==> src/rtl/bch_enc_stream.sv <==
`default_nettype none
// +----------------------------------------------------------------------------+
// | bch_enc_stream : streaming systematic BCH encoder, W bits per beat.         |
// | Revision 1.0                                                               |
// +----------------------------------------------------------------------------+
module bch_enc_stream #(
    parameter int            K   = 51,
    parameter int            P   = 12,
    parameter logic [P-1:0]  GEN = 12'h539,
    parameter int            W   = 17
) (
    input  logic          clk,
    input  logic          rst_n,
    input  logic          sync_clr,
    input  logic          s_valid,
    output logic          s_ready,
    input  logic [W-1:0]  s_data,
    output logic          m_valid,
    input  logic          m_ready,
    output logic [W-1:0]  m_data,
    output logic          m_last,
    output logic          busy
);

    localparam int c_nb   = K / W;
    localparam int c_np   = (P + W - 1) / W;
    localparam int c_pw   = c_np * W;
    localparam int c_cmax = (c_nb > c_np) ? c_nb : c_np;
    localparam int c_cw   = (c_cmax > 1) ? $clog2(c_cmax) : 1;

    if ((K % W) != 0) begin : g_k_check
        $error("bch_enc_stream: K must be a multiple of W");
    end

    typedef enum logic [0:0] {
        ST_DATA = 1'b0,
        ST_PAR  = 1'b1
    } state_t;

    state_t          r_state;
    state_t          w_state_nxt;
    logic [P-1:0]    r_rem;
    logic [c_cw-1:0] r_cnt;
    logic            r_mvalid;
    logic [W-1:0]    r_mdata;
    logic            r_mlast;
    logic            r_busy;
    logic            r_en;

    logic            w_load_ok;
    logic            w_s_ready;
    logic            w_par_load;
    logic            w_accept;
    logic            w_data_last;
    logic            w_par_last;
    logic [P-1:0]    w_rem_nxt;
    logic [c_pw-1:0] w_par_pad;
    logic [W-1:0]    w_par_beat;

    // One LFSR step per message bit, MSB of the beat first.
    function automatic logic [P-1:0] f_lfsr(input logic [P-1:0] rem, input logic [W-1:0] beat);
        logic [P-1:0] r;
        logic         fb;
        r = rem;
        for (int i = W - 1; i >= 0; i--) begin
            fb = beat[i] ^ r[P-1];
            r  = (r << 1) ^ (fb ? GEN : '0);
        end
        return r;
    endfunction

    assign w_load_ok   = ~r_mvalid | m_ready;
    assign w_data_last = (r_cnt == c_cw'(c_nb - 1));
    assign w_par_last  = (r_cnt == c_cw'(c_np - 1));
    assign w_accept    = s_valid & w_s_ready;
    assign w_rem_nxt   = f_lfsr(r_rem, s_data);

    // Remainder left-aligned into whole beats; unused low bits stay zero.
    always_comb begin
        w_par_pad = '0;
        w_par_pad[c_pw-1 -: P] = r_rem;
    end

    always_comb begin
        w_par_beat = '0;
        for (int i = 0; i < c_np; i++) begin
            if (r_cnt == c_cw'(i)) begin
                w_par_beat = w_par_pad[c_pw-1-i*W -: W];
            end
        end
    end

    always_ff @(posedge clk or negedge rst_n) begin
        if (!rst_n) begin
            r_state <= ST_DATA;
        end else if (sync_clr) begin
            r_state <= ST_DATA;
        end else begin
            r_state <= w_state_nxt;
        end
    end

    always_comb begin
        w_state_nxt = r_state;
        w_s_ready   = 1'b0;
        w_par_load  = 1'b0;
        case (r_state)
            ST_DATA: begin
                w_s_ready = r_en & w_load_ok;
                if (s_valid && r_en && w_load_ok && w_data_last) begin
                    w_state_nxt = ST_PAR;
                end
            end
            ST_PAR: begin
                w_par_load = w_load_ok;
                if (w_load_ok && w_par_last) begin
                    w_state_nxt = ST_DATA;
                end
            end
            default: w_state_nxt = ST_DATA;
        endcase
    end

    always_ff @(posedge clk or negedge rst_n) begin
        if (!rst_n) begin
            r_rem    <= '0;
            r_cnt    <= '0;
            r_mvalid <= 1'b0;
            r_mdata  <= '0;
            r_mlast  <= 1'b0;
            r_busy   <= 1'b0;
            r_en     <= 1'b0;
        end else if (sync_clr) begin
            r_rem    <= '0;
            r_cnt    <= '0;
            r_mvalid <= 1'b0;
            r_mdata  <= '0;
            r_mlast  <= 1'b0;
            r_busy   <= 1'b0;
            r_en     <= 1'b0;
        end else begin
            r_en <= 1'b1;
            if (w_accept) begin
                r_rem    <= w_rem_nxt;
                r_mdata  <= s_data;
                r_mvalid <= 1'b1;
                r_mlast  <= 1'b0;
                r_cnt    <= w_data_last ? '0 : r_cnt + 1'b1;
            end else if (w_par_load) begin
                r_mdata  <= w_par_beat;
                r_mvalid <= 1'b1;
                r_mlast  <= w_par_last;
                if (w_par_last) begin
                    r_rem <= '0;
                    r_cnt <= '0;
                end else begin
                    r_cnt <= r_cnt + 1'b1;
                end
            end else if (w_load_ok) begin
                r_mvalid <= 1'b0;
                r_mlast  <= 1'b0;
            end
            // A new codeword accepted as the old one drains keeps busy high.
            if (w_accept) begin
                r_busy <= 1'b1;
            end else if (r_mvalid && m_ready && r_mlast) begin
                r_busy <= 1'b0;
            end
        end
    end

    assign s_ready = w_s_ready;
    assign m_valid = r_mvalid;
    assign m_data  = r_mdata;
    assign m_last  = r_mlast;
    assign busy    = r_busy;

endmodule
`default_nettype wire

==> config.mk <==
export PLATFORM = sky130hd
export DESIGN_NAME = bch_enc_stream
export DESIGN_NICKNAME = d
export VERILOG_FILES = /design/src/rtl/bch_enc_stream.sv
export SDC_FILE = /design/constraint.sdc
export NUM_CORES = 1
export LEC_CHECK = 0
export ABC_AREA = 0
export BUFFER_PORTS_ARGS = -buffer_cell sky130_fd_sc_hd__buf_2
export CAP_MARGIN = 30
export CORE_ASPECT_RATIO = 0.5
export CORE_MARGIN = 4
export CORE_UTILIZATION = 38
export CTS_CLUSTER_SIZE = 10
export DETAILED_ROUTE_END_ITERATION = 10
export GPL_ROUTABILITY_DRIVEN = 0
export HOLD_SLACK_MARGIN = 0.1
export PLACE_DENSITY_LB_ADDON = 0.12
export SLEW_MARGIN = 10
export SYNTH_ARGS = -nofsm -noshare
export SYNTH_HDL_FRONTEND = slang
export SYNTH_SLANG_ARGS = --single-unit
export TNS_END_PERCENT = 5
==> constraint.sdc <==
create_clock -name clk -period 4.4 [get_ports clk]
set_clock_uncertainty 0.05 [all_clocks]
set_input_delay 0.66 -clock clk [delete_from_list [all_inputs] [get_ports clk]]
set_output_delay 0.66 -clock clk [all_outputs]
set_load 0.02 [all_outputs]
# Yosys cells after proc, flatten, opt, wreduce, memory -nomap -nowiden
# Cells that the tools add are included.
word_totals:
  reg_bits: 36
  elab_cells: 108
  in_bits: 22
classes:
  n_addsub: 1
  mux: 47
  n_eq_ne: 1
  n_bitwise: 39
  n_reduce_logical: 12
ops:
  columns: ["cell", "n"]
  rows:
  - ["12-bit by 11-bit bitwise XOR with 12-bit output", 17]
  - ["11-bit two-way mux", 17]
  - ["17-bit two-way mux", 4]
  - ["12-bit two-way mux", 4]
  - ["1-bit bitwise XOR", 17]
  - ["1-bit two-way mux", 16]
  - ["2-bit two-way mux", 5]
  - ["3-bit nonzero test", 3]
  - ["1-bit logical AND", 6]
  - ["4-bit nonzero test", 1]
  - ["2-bit by 1-bit adder with 2-bit output, second input constant", 1]
  - ["1-bit bitwise AND", 2]
  - ["2-bit equality test, second input constant", 1]
  - ["2-bit logical NOT", 1]
  - ["1-bit NOT", 2]
  - ["1-bit one-hot mux with 2 select lines", 1]
  - ["2-bit AND reduction", 1]
  - ["1-bit bitwise OR", 1]

# Logic depth before layout (Yosys ltp)
# Gate-level depths: netlist (run 1).
depth:
  depth_word: 53
  ltp_mapped: 7
  ltp_nobuf: 6

# Worst setup path after synthesis (run 1)
# OpenSTA, ideal clock, no wires.
synth_timing:
  path_kind: "input -> register"
  from: "input s_data[14]"
  to: "register r_rem[3]"
  slack_ns: 1.652
  arrival_ns: 2.577
  cell_stages: 6
  path_buffers: 0
  cell_sequence: "xnor2_2 > xnor3_2 > xor3_1 > xor2_1 > xnor3_1 > a22o_1"
synth_via:
  elab_chain_len: 33
  elab_cells_between_ends: 39
  classes_between: "mux: 13; bitwise: 26"
synth_lines:
  columns: ["item", "line_no", "rtl"]
  rows:
  - ["from (decl)", "17", "input logic [W-1:0] s_data,"]
  - ["1-bit bitwise XOR (*)", "66", "fb = beat[i] ^ r[P-1];"]
  - ["11-bit two-way mux (*)", "67", "r = (r << 1) ^ (fb ? GEN : '0);"]
  - ["12-bit by 11-bit bitwise XOR with 12-bit output (*) (2 in series)", "67", null]
  - ["1-bit bitwise XOR", "66", null]
  - ["11-bit two-way mux", "67", null]
  - ["12-bit by 11-bit bitwise XOR with 12-bit output (*) (2 in series)", "67", null]
  - ["1-bit bitwise XOR", "66", null]
  - ["11-bit two-way mux", "67", null]
  - ["[14 not listed]", null, null]
  - ["1-bit bitwise XOR", "66", null]
  - ["11-bit two-way mux", "67", null]
  - ["12-bit by 11-bit bitwise XOR with 12-bit output (*) (2 in series)", "67", null]
  - ["1-bit bitwise XOR", "66", null]
  - ["11-bit two-way mux", "67", null]
  - ["12-bit by 11-bit bitwise XOR with 12-bit output (*)", "67", null]
  - ["12-bit two-way mux (*)", "143", "if (w_accept) begin"]
  - ["12-bit two-way mux (*)", "133", "end else if (sync_clr) begin"]
  - ["to (signal assigned)", "144", "r_rem <= w_rem_nxt;"]
  - ["to (decl)", "42", "logic [P-1:0] r_rem;"]
# Mark *: on every way between the ends. The rest lies on a longest branch, timed or not.
# A chain may end at the register's enable or synchronous reset.

# Worst setup path in the final report (run 1)
layout_timing:
  from: "input s_data[15]"
  to: "register r_rem[11]"
layout_via:
  elab_chain_len: 34
  elab_cells_between_ends: 38
  classes_between: "mux: 12; bitwise: 26"
layout_lines:
  columns: ["item", "line_no"]
  rows:
  - ["1-bit bitwise XOR (*)", "66"]
  - ["11-bit two-way mux (*)", "67"]
  - ["12-bit by 11-bit bitwise XOR with 12-bit output (*) (2 in series)", "67"]
  - ["1-bit bitwise XOR", "66"]
  - ["11-bit two-way mux", "67"]
  - ["12-bit by 11-bit bitwise XOR with 12-bit output (*) (2 in series)", "67"]
  - ["1-bit bitwise XOR", "66"]
  - ["11-bit two-way mux", "67"]
  - ["[14 not listed]", null]
  - ["1-bit bitwise XOR", "66"]
  - ["11-bit two-way mux", "67"]
  - ["12-bit by 11-bit bitwise XOR with 12-bit output (*) (2 in series)", "67"]
  - ["1-bit bitwise XOR", "66"]
  - ["11-bit two-way mux", "67"]
  - ["12-bit by 11-bit bitwise XOR with 12-bit output (*) (2 in series)", "67"]
  - ["12-bit two-way mux (*)", "143"]
  - ["12-bit two-way mux (*)", "133"]
# Marked as above.

==> flow_metrics.tcl, run 1 <==
set metrics [dict create \
    dieArea_um2 8430 \
    finalHoldViolations 0 \
    slew_viol_final 0 \
    syn_area_per_cell_um2 12.3 \
    cts_max_path_buffers 2 \
    numCtsBuffers 5 \
    cts_tree "yes" \
    drive_gt1_frac 0.274 \
    drt-initial-drc-count 134 \
    drt-vias-per-instance 5.10 \
    finalCritPeriodShare 0.665 \
    post-cts-setup-buffer-count 0 \
    synth_seq_cells 36 \
    cts_resized 0 \
    cts-root-buf "clkbuf_16" \
    drv_cap 0 \
    rsz0062_at_grt "false" \
    io_buffers 42 \
    finalWirelength_mm 6.25 \
    syn2layout_area_growth_pct 18.9 \
    clk_pin_slew_ns 0.06 \
    syn_area_um2 2640 \
    timing.fmax_mhz 342 \
    arrival_ns 3.08 \
    cts_sinks 36 \
    htree_levels 2 \
    io_pins 43 \
    die_w_um 126 \
    vias 1789 \
    pre_cts_slack_ns 1.21 \
    ys_seq_area_frac 0.341 \
    drc 0 \
    timing.critical_path.buf_inv 1 \
    worstMarginPinSlew_ns 0.876 \
    fillers 630 \
    cp_cell_sequence "buf_2, xnor2_1, xnor3_1, xnor3_1, xnor2_1, xnor3_1, o21ai_0" \
    leakage_nw 1.58 \
    fin_crit_ns 2.92 \
    crit_fanout 4 \
    dr.pass1.iters 4 \
    relSlewSlack 0.415 \
    grt_overflow_total 0 \
    grt_pass1_wl_mm 10.2 \
    power_density_nw_per_um2 1000 \
    worstPathRequired_ns 4.56 \
    cts_hold_buf 0 \
    worst_path_most_repeated_cell "xnor3_1" \
    setup_slack_ns 1.48 \
    grt_max_degree 37 \
    n_antenna_cell 0 \
    ant_nets 0 \
    regArea_um2 901 \
    final_common_cell "buf_2" \
    tns_ns 0 \
    syn-num-nets 240 \
    synthCells 214 \
    wl_per_cell_um 17.8 \
    multi_input_area_um2 1700 \
    outcome "complete, no violations" \
    hp-class "input pin to async pin" \
    grt_antenna_before_repair 0 \
    hpwl_mm 4.72 \
    die_y_um 66.9 \
    gr-usage-all-layers 0.160 \
    ys_types 29 \
    fin_util 0.469 \
    crit_type "input pin to flip-flop" \
    yosysWarnings 0 \
    nNetsFinal 284 \
    critPathTopFamily "XOR/XNOR gates" \
    critPathMaxStageDelay_ns 0.62 \
    fp-row-count 21 \
    total_power_w 0.00315 \
    start_util 0.394 \
    fin_hold_ws_ns 0.134 \
    cp_slowest_cell "xnor3_1" \
    coreArea_um2 6700 \
    final_cell_mix "buf_2 (42), dfrtp_1 (36), nor2_1 (27), xnor3_1 (21), nand2_1 (19)" \
    worstSkewPairLatency_ns 0.28 \
    ir_worst_vdd_uv 434 \
    setup_viol 0 \
    cp-start-kind "input pin" \
    grt_pass1_vias 1797 \
    worstSetupEndpointType "flip-flop" \
]
[worst paths after layout]
check	start	slack, ns	depth (start not counted)	to
min in group clk	m_data[4]	0.45	1	m_data[4]
max in group asynchronous	rst_n	3.77	2	r_rem[4]
min reg2reg	m_data[4]	0.45	1	m_data[4]
max	s_data[15]	1.48	7	r_rem[11]
min	rst_n	0.13	1	m_data[15]
max reg2reg	r_rem[10]	1.50	6	r_rem[11]
[worst register-to-register path: stages (launching register included)]
cell,delay (ns)
dfrtp_1,0.45
xnor2_1,0.57
xnor3_1,0.62
xnor3_1,0.43
xnor2_1,0.31
xnor3_1,0.26
o21ai_0,0.14
[cell families after synthesis]
family                   count (synthesis)  share of synthesized area
XOR/XNOR                                67                      0.424
flip-flops                              36                      0.341
adder cells (fa/ha/maj)                  4                     0.0190
buffers and inverters                   11                     0.0156
AO/OA/AOI/OAI                           36                      0.106
AND/OR/NAND/NOR                         60                     0.0943
[flip-flops by register name (all words and copies together), names as in the netlist]
name and count:
busy 1, r_cnt 2, m_data 17, m_valid 1, r_en 1, r_state 1, r_rem 12, m_last 1
[cell type report]
cell class	count	share of cell area
timing repair buffer	45	0.0781
clock inverter	2	0.0112
multi-input combinational	167	0.542
clock buffer	6	0.0411
tap	92	0.0367
inverter	3	0.00359
sequential	36	0.287
[stage by stage]
stage	std cells	area, um2
2_1_floorplan	214	2640
3_3_place_gp	342	2960
3_5_place_dp	342	2960
4_1_cts	350	3120
5_1_grt	351	3140
6_report	351	3140
[cell usage after synthesis]
| cell | number | share of area |
|---|---|---|
| xnor3_1 | 21 | 0.18 |
| and3_1 | 1 | 0.0024 |
| nor2b_1 | 1 | 0.0024 |
| a22oi_1 | 2 | 0.0057 |
| xor2_2 | 2 | 0.012 |
| inv_1 | 3 | 0.0043 |
| ha_1 | 4 | 0.019 |
| nand2b_1 | 1 | 0.0024 |
| nand2_1 | 19 | 0.027 |
| dfrtp_1 | 36 | 0.34 |
| nor3_1 | 2 | 0.0038 |
| xor3_1 | 3 | 0.027 |
| a211oi_1 | 1 | 0.0028 |
| a21oi_1 | 2 | 0.0038 |
| o21ai_0 | 4 | 0.0076 |
| clkbuf_1 | 8 | 0.011 |
| a22o_2 | 1 | 0.0038 |
| a22o_1 | 9 | 0.030 |
| xor2_1 | 8 | 0.027 |
| a311oi_1 | 6 | 0.020 |
| xnor2_1 | 18 | 0.060 |
| o21ai_1 | 3 | 0.0057 |
| nor2_1 | 27 | 0.038 |
| and2_1 | 2 | 0.0047 |
| a221oi_1 | 8 | 0.027 |
| xnor2_2 | 7 | 0.043 |
| xnor2_4 | 3 | 0.031 |
| xnor3_2 | 5 | 0.045 |
| nand3_1 | 7 | 0.013 |
[power breakdown]
| group | switching (W) | internal [W] |
|---|---|---|
| clock network | 0.000144 | 0.000267 |
| registers | 0.0000418 | 0.000376 |
| logic | 0.000861 | 0.00146 |
| total | 0.00105 | 0.00210 |
[per-layer routing]
layer  wire length (um)  vias to the layer above  share of wire  GRT usage
met3                419                        8          0.067     0.0328
met1               3060                      891           0.49      0.234
met2               2670                       46           0.43      0.231
li1                   -                      844              -          -
met5                  0                        -              0          0
met4                102                        0          0.016     0.0655
Note: power is estimated with default switching activity, not from simulation.
==> run 2, diff against run 1 <==
==> constraint.sdc (replaced) <==
create_clock -name clk -period 2.91 [get_ports clk]
set_clock_uncertainty 0.05 [all_clocks]
set_input_delay 0.4365 -clock clk [delete_from_list [all_inputs] [get_ports clk]]
set_output_delay 0.4365 -clock clk [all_outputs]
set_load 0.02 [all_outputs]
==> run 2 against run 1 <==
Against the previous run:
- sequential cell count unchanged
- design area rose by 2.9%
- critical path depth shrank 1
- critical endpoint is now r_rem[3]
- combinational power increased by 57%
- cell count is 3.4% higher
==> flow_metrics.tcl, run 2 (synthesis results as in run 1) <==
set metrics [dict create \
    use_met2 0.226 \
    drt-vias-per-instance 5.01 \
    dp_cells 354 \
    final_cells 363 \
    drt-initial-drc-count 153 \
    grt_overflow_total 0 \
    combPwrFrac 0.754 \
    final_common_cell "buf_2" \
    top_usage_layer "met1" \
    io_pins 43 \
    regArea_um2 901 \
    crit_fanout 3 \
    leakage_nw 1.64 \
    syn2layout_area_growth_pct 22.4 \
    cts_hold_buf 0 \
    finalHoldViolations 0 \
    htree_levels 2 \
    p_sw_frac 0.336 \
    relSlewSlack 0.602 \
    ir_worst_vdd_uv 958 \
    clk_pin_slew_ns 0.06 \
    cts_max_path_buffers 2 \
    worstSkewPairLatency_ns 0.28 \
    largest_reg_flops 17 \
    hp-class "input pin to flip-flop" \
    power_density_nw_per_um2 1490 \
    dr.pass1.iters 4 \
    setup_viol 0 \
    pwr-share-seq 0.130 \
    worstMarginPinSlew_ns 0.592 \
    slew_viol_final 0 \
    n_antenna_cell 0 \
    drc 0 \
    grt_max_degree 37 \
    cts-root-buf "clkbuf_16" \
    post-cts-setup-buffer-count 0 \
    cp_cell_sequence "xnor2_2, xnor3_2, xor3_1, xor2_1, xnor3_1, a22o_1" \
    cts_sinks 36 \
    dieArea_um2 8430 \
    cts_tree "yes" \
    coreArea_um2 6700 \
    cts_resized 0 \
    multi_input_area_um2 1700 \
    timing.fmax_mhz 359 \
    critPathMaxStageDelay_ns 0.48 \
    hold_depth 2 \
    use_met3 0.0328 \
    crit_type "flip-flop to flip-flop" \
    vias 1818 \
    gr-usage-all-layers 0.156 \
    ant_nets 0 \
    clockPowerShare 0.115 \
    grt_pass1_wl_mm 9.97 \
    fp-row-count 21 \
    numCtsBuffers 5 \
    worstSetupEndpointType "flip-flop" \
    rsz0062_at_grt "false" \
    hpwl_mm 4.69 \
    total_power_w 0.00482 \
    cp-start-kind "flip-flop" \
    nNetsFinal 297 \
    finalWirelength_mm 6.20 \
    tns_ns 0 \
    grt_antenna_before_repair 0 \
    start_util 0.394 \
    io_buffers 42 \
    finalCritPeriodShare 0.957 \
    drive_gt1_frac 0.303 \
    arrival_ns 2.90 \
    cp_slowest_cell "xnor3_2" \
    worstPathRequired_ns 3.02 \
    outcome "complete, no violations" \
    drv_cap 0 \
    wl_per_cell_um 17.1 \
    fillers 623 \
    r2r_cells 6 \
    use_met1 0.237 \
    final_cell_mix "buf_2 (42), dfrtp_1 (36), nor2_1 (27), xnor3_1 (21), nand2_1 (19)" \
    grt_pass1_vias 1799 \
    die_y_um 66.9 \
    fin_crit_ns 2.78 \
    internal-power_w 0.00320 \
    p_switching_w 0.00162 \
    die_w_um 126 \
]
==> run 2: per-layer routing <==
| metal | vias to the layer above | share of wire | wire length, um |
|---|---|---|---|
| met2 | 54 | 0.42 | 2580 |
| li1 | 873 | - | - |
| met5 | - | 0 | 0 |
| met4 | 0 | 0.0082 | 51 |
| met3 | 5 | 0.061 | 380 |
| met1 | 886 | 0.51 | 3190 |
==> run 2: layout make-up <==
type	count	share of cell area
clock buffers	7	0.0473
inverters	3	0.00349
multi-input cells	167	0.526
flip-flops and latches	36	0.279
well taps	92	0.0356
repair buffers	58	0.109
==> run 2: worst paths after layout <==
| check | startpoint | endpoint | slack (ns) |
|---|---|---|---|
| max | r_rem[9] | r_rem[3] | 0.13 |
| min | s_data[1] | m_data[1] | 0.36 |
| max reg2reg | r_rem[9] | r_rem[3] | 0.13 |
| min reg2reg | m_data[0] | m_data[0] | 0.44 |
| max in group asynchronous | rst_n | r_rem[3] | 1.79 |
| min in group asynchronous | rst_n | m_data[6] | 0.57 |
==> run 2: power groups by stage <==
stage / Sequential, W / Combinational (W) / Clock (W)
after floorplan: 0.000652 / 0.00300 / 0
final: 0.000627 / 0.00364 / 0.000556
after detailed placement: 0.000636 / 0.00363 / 0
after CTS: 0.000627 / 0.00366 / 0.000571
after global placement: 0.000633 / 0.00365 / 0
after global routing: 0.000635 / 0.00388 / 0.000591
==> run 2: critical path: cells and delay by family (launching register included) <==
| kind | cells | cell delay [ns] |
|---|---|---|
| XOR/XNOR | 5 | 1.99 |
| flip-flops | 1 | 0.44 |
| AO/OA/AOI/OAI | 1 | 0.20 |
==> run 2: stage by stage <==
| stage | hold slack, ns | util | instance area [um2] | setup WS [ns] |
|---|---|---|---|---|
| 3_5_place_dp | 0.427 | 0.454 | 3040 | 0.0247 |
| 3_3_place_gp | 0.428 | 0.454 | 3040 | 0.0272 |
| 5_1_grt | 0.377 | 0.482 | 3230 | 0.0248 |
| 4_1_cts | 0.253 | 0.477 | 3190 | 0.134 |
| 6_report | 0.358 | 0.482 | 3230 | 0.126 |
| 2_1_floorplan | 0.0909 | - | 2640 | 0.385 |
==> run 3, diff against run 2 <==
--- a/config.mk
+++ b/config.mk
@@ -8,10 +8,12 @@
 export ABC_AREA = 0
 export BUFFER_PORTS_ARGS = -buffer_cell sky130_fd_sc_hd__buf_2
 export CAP_MARGIN = 30
+export CELL_PAD_IN_SITES_DETAIL_PLACEMENT = 0
+export CELL_PAD_IN_SITES_GLOBAL_PLACEMENT = 1
 export CORE_ASPECT_RATIO = 0.5
 export CORE_MARGIN = 4
 export CORE_UTILIZATION = 38
-export CTS_CLUSTER_SIZE = 10
+export CTS_CLUSTER_SIZE = 24
 export DETAILED_ROUTE_END_ITERATION = 10
 export GPL_ROUTABILITY_DRIVEN = 0
 export HOLD_SLACK_MARGIN = 0.1
==> run 3 against run 2 <==
Against the previous run:
- utilization is 0.56 points higher
- fmax is 3.0% higher
- cell count is 0.55% higher
- count of clock-buffer cells in the layout stayed put
- largest cell class unchanged
==> flow_metrics.tcl, run 3 (synthesis results as in run 1) <==
set metrics [dict create \
    drt-initial-drc-count 103 \
    htree_levels 2 \
    drive_gt1_frac 0.308 \
    syn2layout_area_growth_pct 23.8 \
    crit_type "flip-flop to flip-flop" \
    top_usage_layer "met1" \
    setup_viol 0 \
    vias 1809 \
    die_w_um 126 \
    grt_max_degree 37 \
    ir_worst_vdd_uv 666 \
    drv_cap 0 \
    finalCritPeriodShare 0.929 \
    hpwl_mm 4.74 \
    finalHoldViolations 0 \
    wl_per_cell_um 17.0 \
    grt_antenna_before_repair 0 \
    ant_nets 0 \
    final_cell_mix "buf_2 (42), dfrtp_1 (36), nor2_1 (27), xnor3_1 (21), nand2_1 (19)" \
    worstSetupEndpointType "flip-flop" \
    worstPathRequired_ns 3.03 \
    cts-root-buf "clkbuf_16" \
    combPwrFrac 0.737 \
    nNetsFinal 298 \
    numCtsBuffers 5 \
    power_density_nw_per_um2 1500 \
    total_power_w 0.00490 \
    clk_pin_slew_ns 0.05 \
    slew_viol_final 0 \
    arrival_ns 2.82 \
    relSlewSlack 0.624 \
    finalWirelength_mm 6.20 \
    timing.fmax_mhz 370 \
    p_sw_frac 0.326 \
    crit_start "r_rem[11]" \
    clockPowerShare 0.135 \
    internal-power_w 0.00330 \
    crit_fanout 3 \
    largest_reg_flops 17 \
    worstMarginPinSlew_ns 0.560 \
    use_met3 0.0488 \
    cts_tree "yes" \
    io_buffers 42 \
    cp_cell_sequence "xnor2_2, xnor3_1, xnor3_1, xnor3_1, xnor3_1, a22o_1" \
    pwr-share-seq 0.128 \
    cp_slowest_cell "xnor3_1" \
    grt_pass1_vias 1846 \
    cts_max_path_buffers 2 \
    tns_ns 0 \
    cts_sinks 36 \
    worst_path_most_repeated_cell "xnor3_1" \
    worstSkewPairLatency_ns 0.28 \
    critPathMaxStageDelay_ns 0.53 \
    fin_crit_ns 2.70 \
    drt-vias-per-instance 4.96 \
    io_pins 43 \
    dp_cells 355 \
    use_met2 0.223 \
    dr.pass1.iters 4 \
    coreArea_um2 6700 \
    p_switching_w 0.00160 \
    final_cells 365 \
    hp-class "input pin to flip-flop" \
    leakage_nw 1.66 \
    cp-start-kind "flip-flop" \
    reg2reg_from "r_rem[11]" \
    drc 0 \
    die_y_um 66.9 \
    outcome "complete, no violations" \
    start_util 0.394 \
    fillers 617 \
    n_antenna_cell 0 \
    grt_pass1_wl_mm 10.1 \
    use_met1 0.239 \
    rsz0062_at_grt "false" \
    fin_hold_ws_ns 0.359 \
    grt_overflow_total 0 \
    min_from "s_data[1]" \
    dieArea_um2 8430 \
    fp-row-count 21 \
    gr-usage-all-layers 0.159 \
    final_common_cell "buf_2" \
]
run 3: area by class of cell:
type	count	area (um2)	area share
tap	92	115	0.0352
clock buffer	7	153	0.0467
clock inverter	1	30.0	0.00919
timing repair buffer	59	360	0.110
sequential	36	901	0.276
inverter	3	11.3	0.00345
multi-input combinational	167	1700	0.520
run 3: path summary, 6_finish.rpt:
check / to / slack (ns) / cells after the start
min: m_data[1] / 0.36 / 2
min reg2reg: m_data[4] / 0.45 / 1
min in group asynchronous: m_data[6] / 0.61 / 2
max reg2reg: r_rem[4] / 0.21 / 6
max: r_rem[4] / 0.21 / 6
max in group asynchronous: r_rem[3] / 1.74 / 3
run 3: layer usage:
layer  vias up  wire length, um
met5         -                0
li1        874                -
met2        30             2510
met3         7              302
met4         0               48
met1       898             3330
run 3: per-stage QoR:
stage               setup WS (ns)  utilization  instance area, um2
floorplan                   0.385            -                2640
global placement            0.128        0.455                3050
detailed placement         0.0919        0.455                3050
CTS                         0.194        0.482                3230
global route               0.0947        0.488                3270
finish                      0.208        0.488                3270
run 3: timing repair:
action | 4_1_cts | 5_1_grt
gates resized for setup | 0 | 0
hold buffers | 0 | 1
setup buffers | 0 | 0
endpoints found under the hold margin | 0 | 5
run 3: critical path: cells and delay by family, from the launching register on:
kind	cells	cell delay, ns
xor+xnor	5	1.91
flops	1	0.44
compound gates	1	0.20
run 3: power by group through the flow:
stage | registers (W) | logic (W) | clock network [W]
floorplan | 0.000652 | 0.00300 | 0
global placement | 0.000636 | 0.00362 | 0
detailed placement | 0.000637 | 0.00363 | 0
CTS | 0.000628 | 0.00365 | 0.000680
global route | 0.000635 | 0.00389 | 0.000698
finish | 0.000627 | 0.00361 | 0.000661
